**config.mk**
```make
export PLATFORM = sky130hd
export DESIGN_NAME = neuron_layer
export DESIGN_NICKNAME = d
export VERILOG_FILES = /design/src/rtl/neuron_pkg.sv /design/src/rtl/neuron_mac.sv /design/src/rtl/neuron_layer.sv
export SDC_FILE = /design/constraint.sdc
export NUM_CORES = 2
export LEC_CHECK = 0
export CAP_MARGIN = 20
export CORE_AREA = 8 8 342 211
export DETAILED_ROUTE_END_ITERATION = 12
export DIE_AREA = 0 0 350 219
export GPL_TIMING_DRIVEN = 0
export PLACE_DENSITY = 0.9
export SLEW_MARGIN = 15
export SYNTH_ARGS = -nofsm -noshare
export SYNTH_HDL_FRONTEND = slang
export SYNTH_SLANG_ARGS = --single-unit
```
**constraint.sdc**
```tcl
create_clock -name clk -period 10 [get_ports clk]
set_input_delay 3 -clock clk [delete_from_list [all_inputs] [get_ports clk]]
set_output_delay 3 -clock clk [all_outputs]
set_load 0.02 [all_outputs]
```
**src/rtl/neuron_pkg.sv**
```systemverilog
// Shared types and helpers for the fully-connected neuron layer.
// Holds the FSM state encoding, index sizing and output saturation.
package neuron_pkg;

    typedef enum logic [1:0] {
        IDLE,
        ACCUM,
        FINISH
    } state_t;

    function automatic int idx_width(input int n);
        return (n <= 2) ? 1 : $clog2(n);
    endfunction

    // Clamp a wide signed value into the range of a w-bit signed number.
    function automatic logic signed [63:0] saturate(
        input logic signed [63:0] v,
        input int                 w
    );
        logic signed [63:0] hi;
        logic signed [63:0] lo;
        hi = (64'sd1 <<< (w - 1)) - 64'sd1;
        lo = -(64'sd1 <<< (w - 1));
        if (v > hi) return hi;
        if (v < lo) return lo;
        return v;
    endfunction

endpackage

```
**src/rtl/neuron_mac.sv**
```systemverilog
// One accumulator channel: truncating fixed-point MAC plus
// bias, optional ReLU and output saturation.
module neuron_mac
    import neuron_pkg::*;
#(
    parameter int INPUT_WIDTH  = 8,
    parameter int WEIGHT_WIDTH = 8,
    parameter int FRAC_BITS    = 5,
    parameter int ACC_WIDTH    = 18,
    parameter int OUT_WIDTH    = 8,
    parameter bit RELU_EN      = 1'b1
) (
    input  logic                          clk,
    input  logic                          rst,
    input  logic                          clr,
    input  logic                          en,
    input  logic                          fin,
    input  logic signed [INPUT_WIDTH-1:0]  data_in,
    input  logic signed [WEIGHT_WIDTH-1:0] weight,
    input  logic signed [ACC_WIDTH-1:0]    bias,
    output logic signed [OUT_WIDTH-1:0]    result
);

    localparam int PW = INPUT_WIDTH + WEIGHT_WIDTH;

    logic signed [PW-1:0]        prod;
    logic signed [PW-1:0]        prod_sh;
    logic signed [ACC_WIDTH-1:0] term;
    logic signed [ACC_WIDTH-1:0] acc;
    logic signed [ACC_WIDTH:0]   sum;
    logic signed [ACC_WIDTH:0]   act;
    logic signed [63:0]          sat;

    // Arithmetic shift floors toward -inf, matching the fixed-point format.
    always_comb begin
        prod    = data_in * weight;
        prod_sh = prod >>> FRAC_BITS;
        term    = ACC_WIDTH'(prod_sh);
        sum     = {acc[ACC_WIDTH-1], acc} + {bias[ACC_WIDTH-1], bias};
        act     = sum;
        if (RELU_EN && sum[ACC_WIDTH]) act = '0;
        sat     = saturate(64'(act), OUT_WIDTH);
    end

    always_ff @(posedge clk) begin
        if (rst) begin
            acc    <= '0;
            result <= '0;
        end else begin
            if (clr) acc <= '0;
            else if (en) acc <= acc + term;
            if (fin) result <= sat[OUT_WIDTH-1:0];
        end
    end

endmodule

```
**src/rtl/neuron_layer.sv**
```systemverilog
// Fully-connected layer: NUM_NEURONS MAC channels sharing one input
// stream, sequenced by a start/busy/valid FSM with an input stall.
module neuron_layer
    import neuron_pkg::*;
#(
    parameter int NUM_INPUTS   = 42,
    parameter int NUM_NEURONS  = 8,
    parameter int INPUT_WIDTH  = 8,
    parameter int WEIGHT_WIDTH = 8,
    parameter int FRAC_BITS    = 5,
    parameter int ACC_WIDTH    = 18,
    parameter int OUT_WIDTH    = 8,
    parameter bit RELU_EN      = 1'b1,
    localparam int IXW         = idx_width(NUM_INPUTS)
) (
    input  logic                                clk,
    input  logic                                rst,
    input  logic                                start,
    input  logic                                in_valid,
    input  logic [INPUT_WIDTH-1:0]              data_in,
    input  logic [NUM_NEURONS*WEIGHT_WIDTH-1:0] weight,
    input  logic [NUM_NEURONS*ACC_WIDTH-1:0]    bias,
    output logic [IXW-1:0]                      in_idx,
    output logic                                busy,
    output logic                                out_valid,
    output logic [NUM_NEURONS*OUT_WIDTH-1:0]    result
);

    localparam int ACC_MIN = INPUT_WIDTH + WEIGHT_WIDTH - FRAC_BITS
                           + $clog2(NUM_INPUTS) + 1;
    localparam logic [IXW-1:0] LAST = IXW'(NUM_INPUTS - 1);

    if (ACC_WIDTH < ACC_MIN) begin : g_acc_check
        $error("neuron_layer: ACC_WIDTH too narrow for NUM_INPUTS");
    end

    state_t state;
    logic   clr;
    logic   en;
    logic   fin;

    assign clr = (state == IDLE) && start;
    assign en  = (state == ACCUM) && in_valid;
    assign fin = (state == FINISH);

    always_ff @(posedge clk) begin
        if (rst) begin
            state     <= IDLE;
            in_idx    <= '0;
            busy      <= 1'b0;
            out_valid <= 1'b0;
        end else begin
            out_valid <= 1'b0;
            unique case (state)
                IDLE: begin
                    if (start) begin
                        state  <= ACCUM;
                        in_idx <= '0;
                        busy   <= 1'b1;
                    end
                end
                ACCUM: begin
                    if (in_valid) begin
                        if (in_idx == LAST) state <= FINISH;
                        else in_idx <= in_idx + 1'b1;
                    end
                end
                FINISH: begin
                    state     <= IDLE;
                    in_idx    <= '0;
                    busy      <= 1'b0;
                    out_valid <= 1'b1;
                end
                default: begin
                    state <= IDLE;
                    busy  <= 1'b0;
                end
            endcase
        end
    end

    for (genvar n = 0; n < NUM_NEURONS; n++) begin : g_mac
        neuron_mac #(
            .INPUT_WIDTH (INPUT_WIDTH),
            .WEIGHT_WIDTH(WEIGHT_WIDTH),
            .FRAC_BITS   (FRAC_BITS),
            .ACC_WIDTH   (ACC_WIDTH),
            .OUT_WIDTH   (OUT_WIDTH),
            .RELU_EN     (RELU_EN)
        ) u_mac (
            .clk    (clk),
            .rst    (rst),
            .clr    (clr),
            .en     (en),
            .fin    (fin),
            .data_in(data_in),
            .weight (weight[n*WEIGHT_WIDTH +: WEIGHT_WIDTH]),
            .bias   (bias[n*ACC_WIDTH +: ACC_WIDTH]),
            .result (result[n*OUT_WIDTH +: OUT_WIDTH])
        );
    end

endmodule

```
## After elaboration in Yosys (flattened, before gate mapping)

Index checks and enable logic that the tools add are counted.

| word-level totals | value |
|---|---|
| flip-flop bits (word level) | 218 |
| latch bits | 0 |
| RAM bits | 0 |
| bits in read-only memories | 0 |
| output and inout port bits | 72 |
| word-level logic and storage cells | 152 |
| memories | 0 |

| operators by class | value |
|---|---|
| $add $sub $neg | 17 |
| $mul | 8 |
| div/mod/pow operators | 0 |
| magnitude comparators | 16 |
| equality and inequality tests | 7 |
| shifts and indexed selects | 0 |
| mux-type cells | 75 |
| bitwise logic cells | 1 |
| reduce and logical (&&, ||, !) cells | 8 |

Operator list:

| cell | number |
|---|---|
| 8-bit 2-to-1 mux | 32 |
| 18-bit by 18-bit adder with 19-bit output | 8 |
| 19-bit by 8-bit < comparator with 1-bit output (second input constant) | 8 |
| 18-bit by 11-bit adder with 18-bit output | 8 |
| 18-bit by 7-bit > comparator with 1-bit output (second input constant) | 8 |
| 18-bit 2-to-1 mux | 8 |
| 8-bit by 8-bit multiplier with 16-bit output | 8 |
| 1-bit 2-to-1 mux | 26 |
| 6-bit 2-to-1 mux | 3 |
| 6-bit one-hot mux with 3 select lines | 1 |
| 6-bit by 1-bit adder with 6-bit output (second input constant) | 1 |
| 6-bit equality test (second input constant) | 1 |
| 2-bit 2-to-1 mux | 3 |
| 2-bit inequality test (second input constant) | 3 |
| 2-bit one-hot mux with 2 select lines | 1 |
| 4-bit AND reduction | 1 |
| 3-bit AND reduction | 1 |
| 3-bit nonzero test | 1 |
| 2-bit by 1-bit equality test with 1-bit output (second input constant) | 1 |
| 2-bit equality test (second input constant) | 1 |
| 1-bit logical AND | 2 |
| 2-bit zero test | 1 |
| 2-bit by 1-bit inequality test with 1-bit output (second input constant) | 1 |
| 1-bit one-hot mux with 2 select lines | 1 |
| other kinds (3) | 3 |

## Logic depth before layout (Yosys ltp)

| depth | value |
|---|---|
| depth in word-level cells | 7 |
| depth in mapped cells | 33 |

## By module

A second synthesis with hierarchy kept.

| second synthesis, totals | value |
|---|---|
| cell total of the unflattened synthesis | 4778 |
| area total of the unflattened synthesis | 40830.4 µm² |

Modules (own cells, without submodules):

| module | instances | cells each | area each (µm²) | sequential area each (µm²) |
|---|---|---|---|---|
| neuron_mac at g_mac[0].u_mac ... | 4 | 583 | 5004.8 | 520.5 |
| neuron_mac at g_mac[5].u_mac | 1 | 604 | 5114.9 | 520.5 |
| neuron_mac at g_mac[6].u_mac | 1 | 597 | 5084.9 | 520.5 |
| neuron_mac at g_mac[4].u_mac | 1 | 596 | 5083.6 | 520.5 |
| neuron_mac at g_mac[7].u_mac | 1 | 591 | 5027.3 | 520.5 |
| neuron_layer | 1 | 58 | 500.5 | 200.2 |

## Worst setup path before layout

Ideal clock, no wire load.

| path | value |
|---|---|
| kind | input -> register |
| from | input port data_in[7] |
| to | register g_mac[4].u_mac.acc[17] |
| setup time | 0.070 ns |
| arrival | 9.318 ns |
| data required time | 9.930 ns |
| slack | 0.612 ns |
| cell stages on the path | 26 |
| path buffers | 2 |
| cells stage by stage | clkbuf_1 > clkbuf_1 > nand2_1 > fa_1 > fa_1 > inv_1 > fa_1 > inv_1 > fa_1 > inv_1 > ha_1 > or2_2 > a21oi_1 > a31oi_1 > a21o_1 > a21oi_1 > xnor2_1 > ha_1 > and2_1 > o21ai_0 > o31ai_1 > o41ai_1 > o21ai_0 > xnor2_1 > or3_1 > a21oi_1 |

| between the ends | value |
|---|---|
| longest elaborated chain between the ends | 2 |

RTL lines:

| element | line | RTL |
|---|---|---|
| start, declared | neuron_layer.sv:20 | `input logic [INPUT_WIDTH-1:0] data_in,` |
| 8-bit by 8-bit multiplier with 16-bit output | neuron_mac.sv:36 | `prod = data_in * weight;` |
| 18-bit by 11-bit adder with 18-bit output | neuron_mac.sv:51 | `else if (en) acc <= acc + term;` |
| end signal, assigned | neuron_mac.sv:51 |  |
| end, declared | neuron_mac.sv:29 | `logic signed [ACC_WIDTH-1:0] acc;` |

No other way between the ends.
A chain may end at the register's enable or synchronous reset.

## Worst setup path after layout

| path | value |
|---|---|
| from | input port data_in[4] |
| to | register g_mac[3].u_mac.acc[17] |

| between the ends | value |
|---|---|
| longest elaborated chain between the ends | 2 |

RTL lines:

| element | line |
|---|---|
| 8-bit by 8-bit multiplier with 16-bit output | neuron_mac.sv:36 |
| 18-bit by 11-bit adder with 18-bit output | neuron_mac.sv:51 |
| end signal, assigned | neuron_mac.sv:51 |
| end, declared | neuron_mac.sv:29 |

No other way between the ends.

==> results.py <==
metrics = {
    "cells_and_area": {
        "final_common_cell": "inv_1",
        "final_nets": 6302,
        "drive_gt1_frac": 0.03203,
        "syn_to_final_growth_pct": 12.79,
        "final_cell_mix": "inv_1, ha_1, fa_1, nand2_1, and2_1",
        "fin_cells": 6084,
    },
    "logic_synthesis": {
        "netlist_area_sq_mm": 0.03969,
        "synth_edf_count": 0,
        "ys_ff_latch": 218,
        "yosysSeqAreaShare": 0.1100,
        "synth_ff_type": "dfxtp_1",
        "async_flop_share": 0,
        "yosys_warnings": 0,
        "syn-num-nets": 5991,
        "syn_inst": 4825,
        "syn_avg_cell_area_sq_um": 8.226,
        "synth_cell_types": 89,
    },
    "cts": {
        "cts_buffer_depth": 3,
        "cts_buffers": 22,
        "holdBufCountCts": 0,
        "insertion_delay_ns": 0.56,
        "path_clk_slew_ns": 0.07,
        "cts_tree": "done",
        "clkSinkCount": 218,
        "cts-root-buf": "clkbuf_16",
        "htreeDepth": 1,
    },
    "worst_setup_path": {
        "slowest_stage": "fa_1",
        "start_kind": "input pin",
        "critPathMaxStageDelay_ns": 0.55,
        "end_kind": "flop",
        "required_ns": 10.39,
        "arrival_ns": 10.15,
        "crit_type": "input pin to flop",
        "worstPathMaxFanout": 10,
        "r2r_slack_ns": 6.09,
    },
    "timing": {
        "drv_slew": 0,
        "finalClockSkew_ns": 0.01752,
        "tightest_slew_ns": 1.152,
        "slew_headroom": 0.2316,
        "rsz0062_at_grt": "true",
        "fin_crit_sh": 0.9751,
        "min_period_ns": 9.751,
        "fin_tns_setup_ns": 0,
        "fmax_ghz": 0.1026,
        "finalSetupViolCount": 0,
        "hold_viol": 0,
    },
    "hold_path": {
        "min_path_type": "flop to flop",
    },
    "power": {
        "p_leak_nw": 21.09,
        "ir_worst_vdd_v": 0.0002510,
        "pwr_density_cell_mw_per_mm2": 318.4,
    },
    "die": {
        "coreArea_sq_mm": 0.06713,
        "die_h_microns": 219,
        "ios": 292,
        "floorplan.initialDensity": 0.5913,
        "die_w_microns": 350,
        "num_rows": 74,
        "dieArea_sq_mm": 0.07665,
    },
    "placed_design": {
        "hpwl_mm": 102.8,
        "gp_congestion": 1.002,
        "portBuffers": 285,
        "dp_cells": 6022,
    },
    "drt": {
        "ant_nets": 0,
        "drcViolationCount": 0,
        "vias": 37000,
        "firstDrtPassIters": 6,
        "routed_wirelength_mm": 125.9,
        "wl_per_cell_microns": 20.69,
        "drt_iter0_markers": 4260,
        "via_per_inst": 6.082,
    },
    "global_route": {
        "grt_pass1_wl_mm": 194.4,
        "grt.overflow.total": 0,
        "grt_max_degree": 15,
        "grt_pass1_vias": 35880,
        "antenna_found_initial": 16,
        "grt_util_all_layers": 0.3165,
    },
    "run_status": {
        "status": "complete, no violations",
    },
    "job": {
        "drv_cap": 0,
    },
}
routing by layer:
layer / vias up / GRT usage / share of wire
met5: - / 0 / 0.00013
met1: 17630 / 0.4256 / 0.40
met3: 393 / 0.08611 / 0.13
met4: 2 / 0.1218 / 0.043
met2: 2225 / 0.4854 / 0.43
li1: 16760 / - / -
sequential cells by signal, indices dropped and copies added (netlist names):
| signal | cells |
|---|---|
| state | 2 |
| busy | 1 |
| out_valid | 1 |
| g_mac.u_mac.result | 64 |
| in_idx | 6 |
| g_mac.u_mac.acc | 144 |
cell families (layout without fill, tap and decap cells):
logic type	Yosys count	count (layout)	share of synthesized area
compound gates	963	963	0.1571
fa+ha+maj	946	946	0.3830
buf+inv	836	1163	0.07916
simple gates	1533	1533	0.1970
mux	27	27	0.007188
other cells	0	20	0
xor+xnor	302	302	0.06664
flops	218	218	0.1100
layout make-up:
cell class                 count  area [sq um]
timing repair buffer         287          2868
antenna                       20         50.05
sequential                   218          4364
clock buffer                  32         649.4
clock inverter                 8         122.6
multi-input combinational   3771         32340
tap                          912          1141
buffer                       124         558.0
inverter                     712          2673
fill                        5190         22360
report_power, final:
part	switching (mW)	internal (mW)
Sequential	0.159	1.01
Clock	0.409	0.531
Combinational	7.08	5.06
Total	7.65	6.60
worst paths after layout:
check | depth (start not counted) | start | end
setup / recovery | 29 | data_in[4] | g_mac[3].u_mac.acc[17]
setup reg to reg | 13 | g_mac[5].u_mac.acc[0] | g_mac[5].u_mac.result[1]
hold reg to reg | 1 | g_mac[0].u_mac.result[7] | g_mac[0].u_mac.result[7]
hold / removal | 1 | g_mac[0].u_mac.result[7] | g_mac[0].u_mac.result[7]
cells in the mapped netlist, drive strengths merged, types with 10 or more instances:
| cell type | count | share of area |
|---|---|---|
| dfxtp | 218 | 0.11 |
| o31ai | 25 | 0.0049 |
| o2111ai | 11 | 0.0026 |
| nand3 | 65 | 0.0082 |
| nor2 | 270 | 0.026 |
| clkbuf | 116 | 0.011 |
| and3 | 42 | 0.0066 |
| nand2b | 64 | 0.010 |
| a211o | 10 | 0.0022 |
| xnor2 | 215 | 0.047 |
| a31oi | 38 | 0.0061 |
| fa | 448 | 0.23 |
| o21a | 60 | 0.011 |
| xor2 | 87 | 0.019 |
| o21bai | 24 | 0.0045 |
| mux2i | 15 | 0.0038 |
| a211oi | 72 | 0.014 |
| or3 | 53 | 0.0084 |
| nand4 | 18 | 0.0028 |
| nor4 | 17 | 0.0032 |
| nor2b | 100 | 0.016 |
| a21o | 96 | 0.018 |
| o221a | 16 | 0.0045 |
| nand3b | 12 | 0.0023 |
| and2 | 343 | 0.054 |
| or2 | 13 | 0.0020 |
| inv | 712 | 0.067 |
| mux2 | 12 | 0.0034 |
| nor3 | 101 | 0.013 |
| o21ai | 152 | 0.019 |
| nand2 | 402 | 0.038 |
| a2111oi | 11 | 0.0027 |
| o211ai | 13 | 0.0025 |
| a21oi | 337 | 0.042 |
| ha | 498 | 0.16 |
metrics by stage:
stage          hold slack (ns)  total power [mW]    util  instance area [sq um]  setup WS, ns
3_5_place_dp            0.4436             12.75  0.6508                  43680        -1.565
6_report                0.4602             14.25  0.6669                  44760        0.2490
3_3_place_gp            0.4427             12.23  0.6508                  43680        -1.396
4_1_cts                 0.4641             13.86  0.6637                  44550       0.01841
2_1_floorplan           0.4529             10.08       -                  39690        0.6117
5_1_grt                 0.4736             15.44  0.6667                  44750      -0.08926
critical path, delay by kind of cell:
| family | cells | cell delay (ns) |
|---|---|---|
| buffers and inverters | 6 | 0.90 |
| adder cells (fa/ha/maj) | 6 | 2.65 |
| AO/OA/AOI/OAI | 11 | 2.04 |
| XOR/XNOR | 2 | 0.45 |
| AND/OR/NAND/NOR | 4 | 1.09 |
what timing repair did:
item | 4_1_cts | 5_1_grt
pin swaps | 0 | 3
endpoints found under the setup margin | 52 | 25
resized for setup | 34 | 99
buffers inserted | 0 | 2
Note: power is estimated with default switching activity, not from simulation.
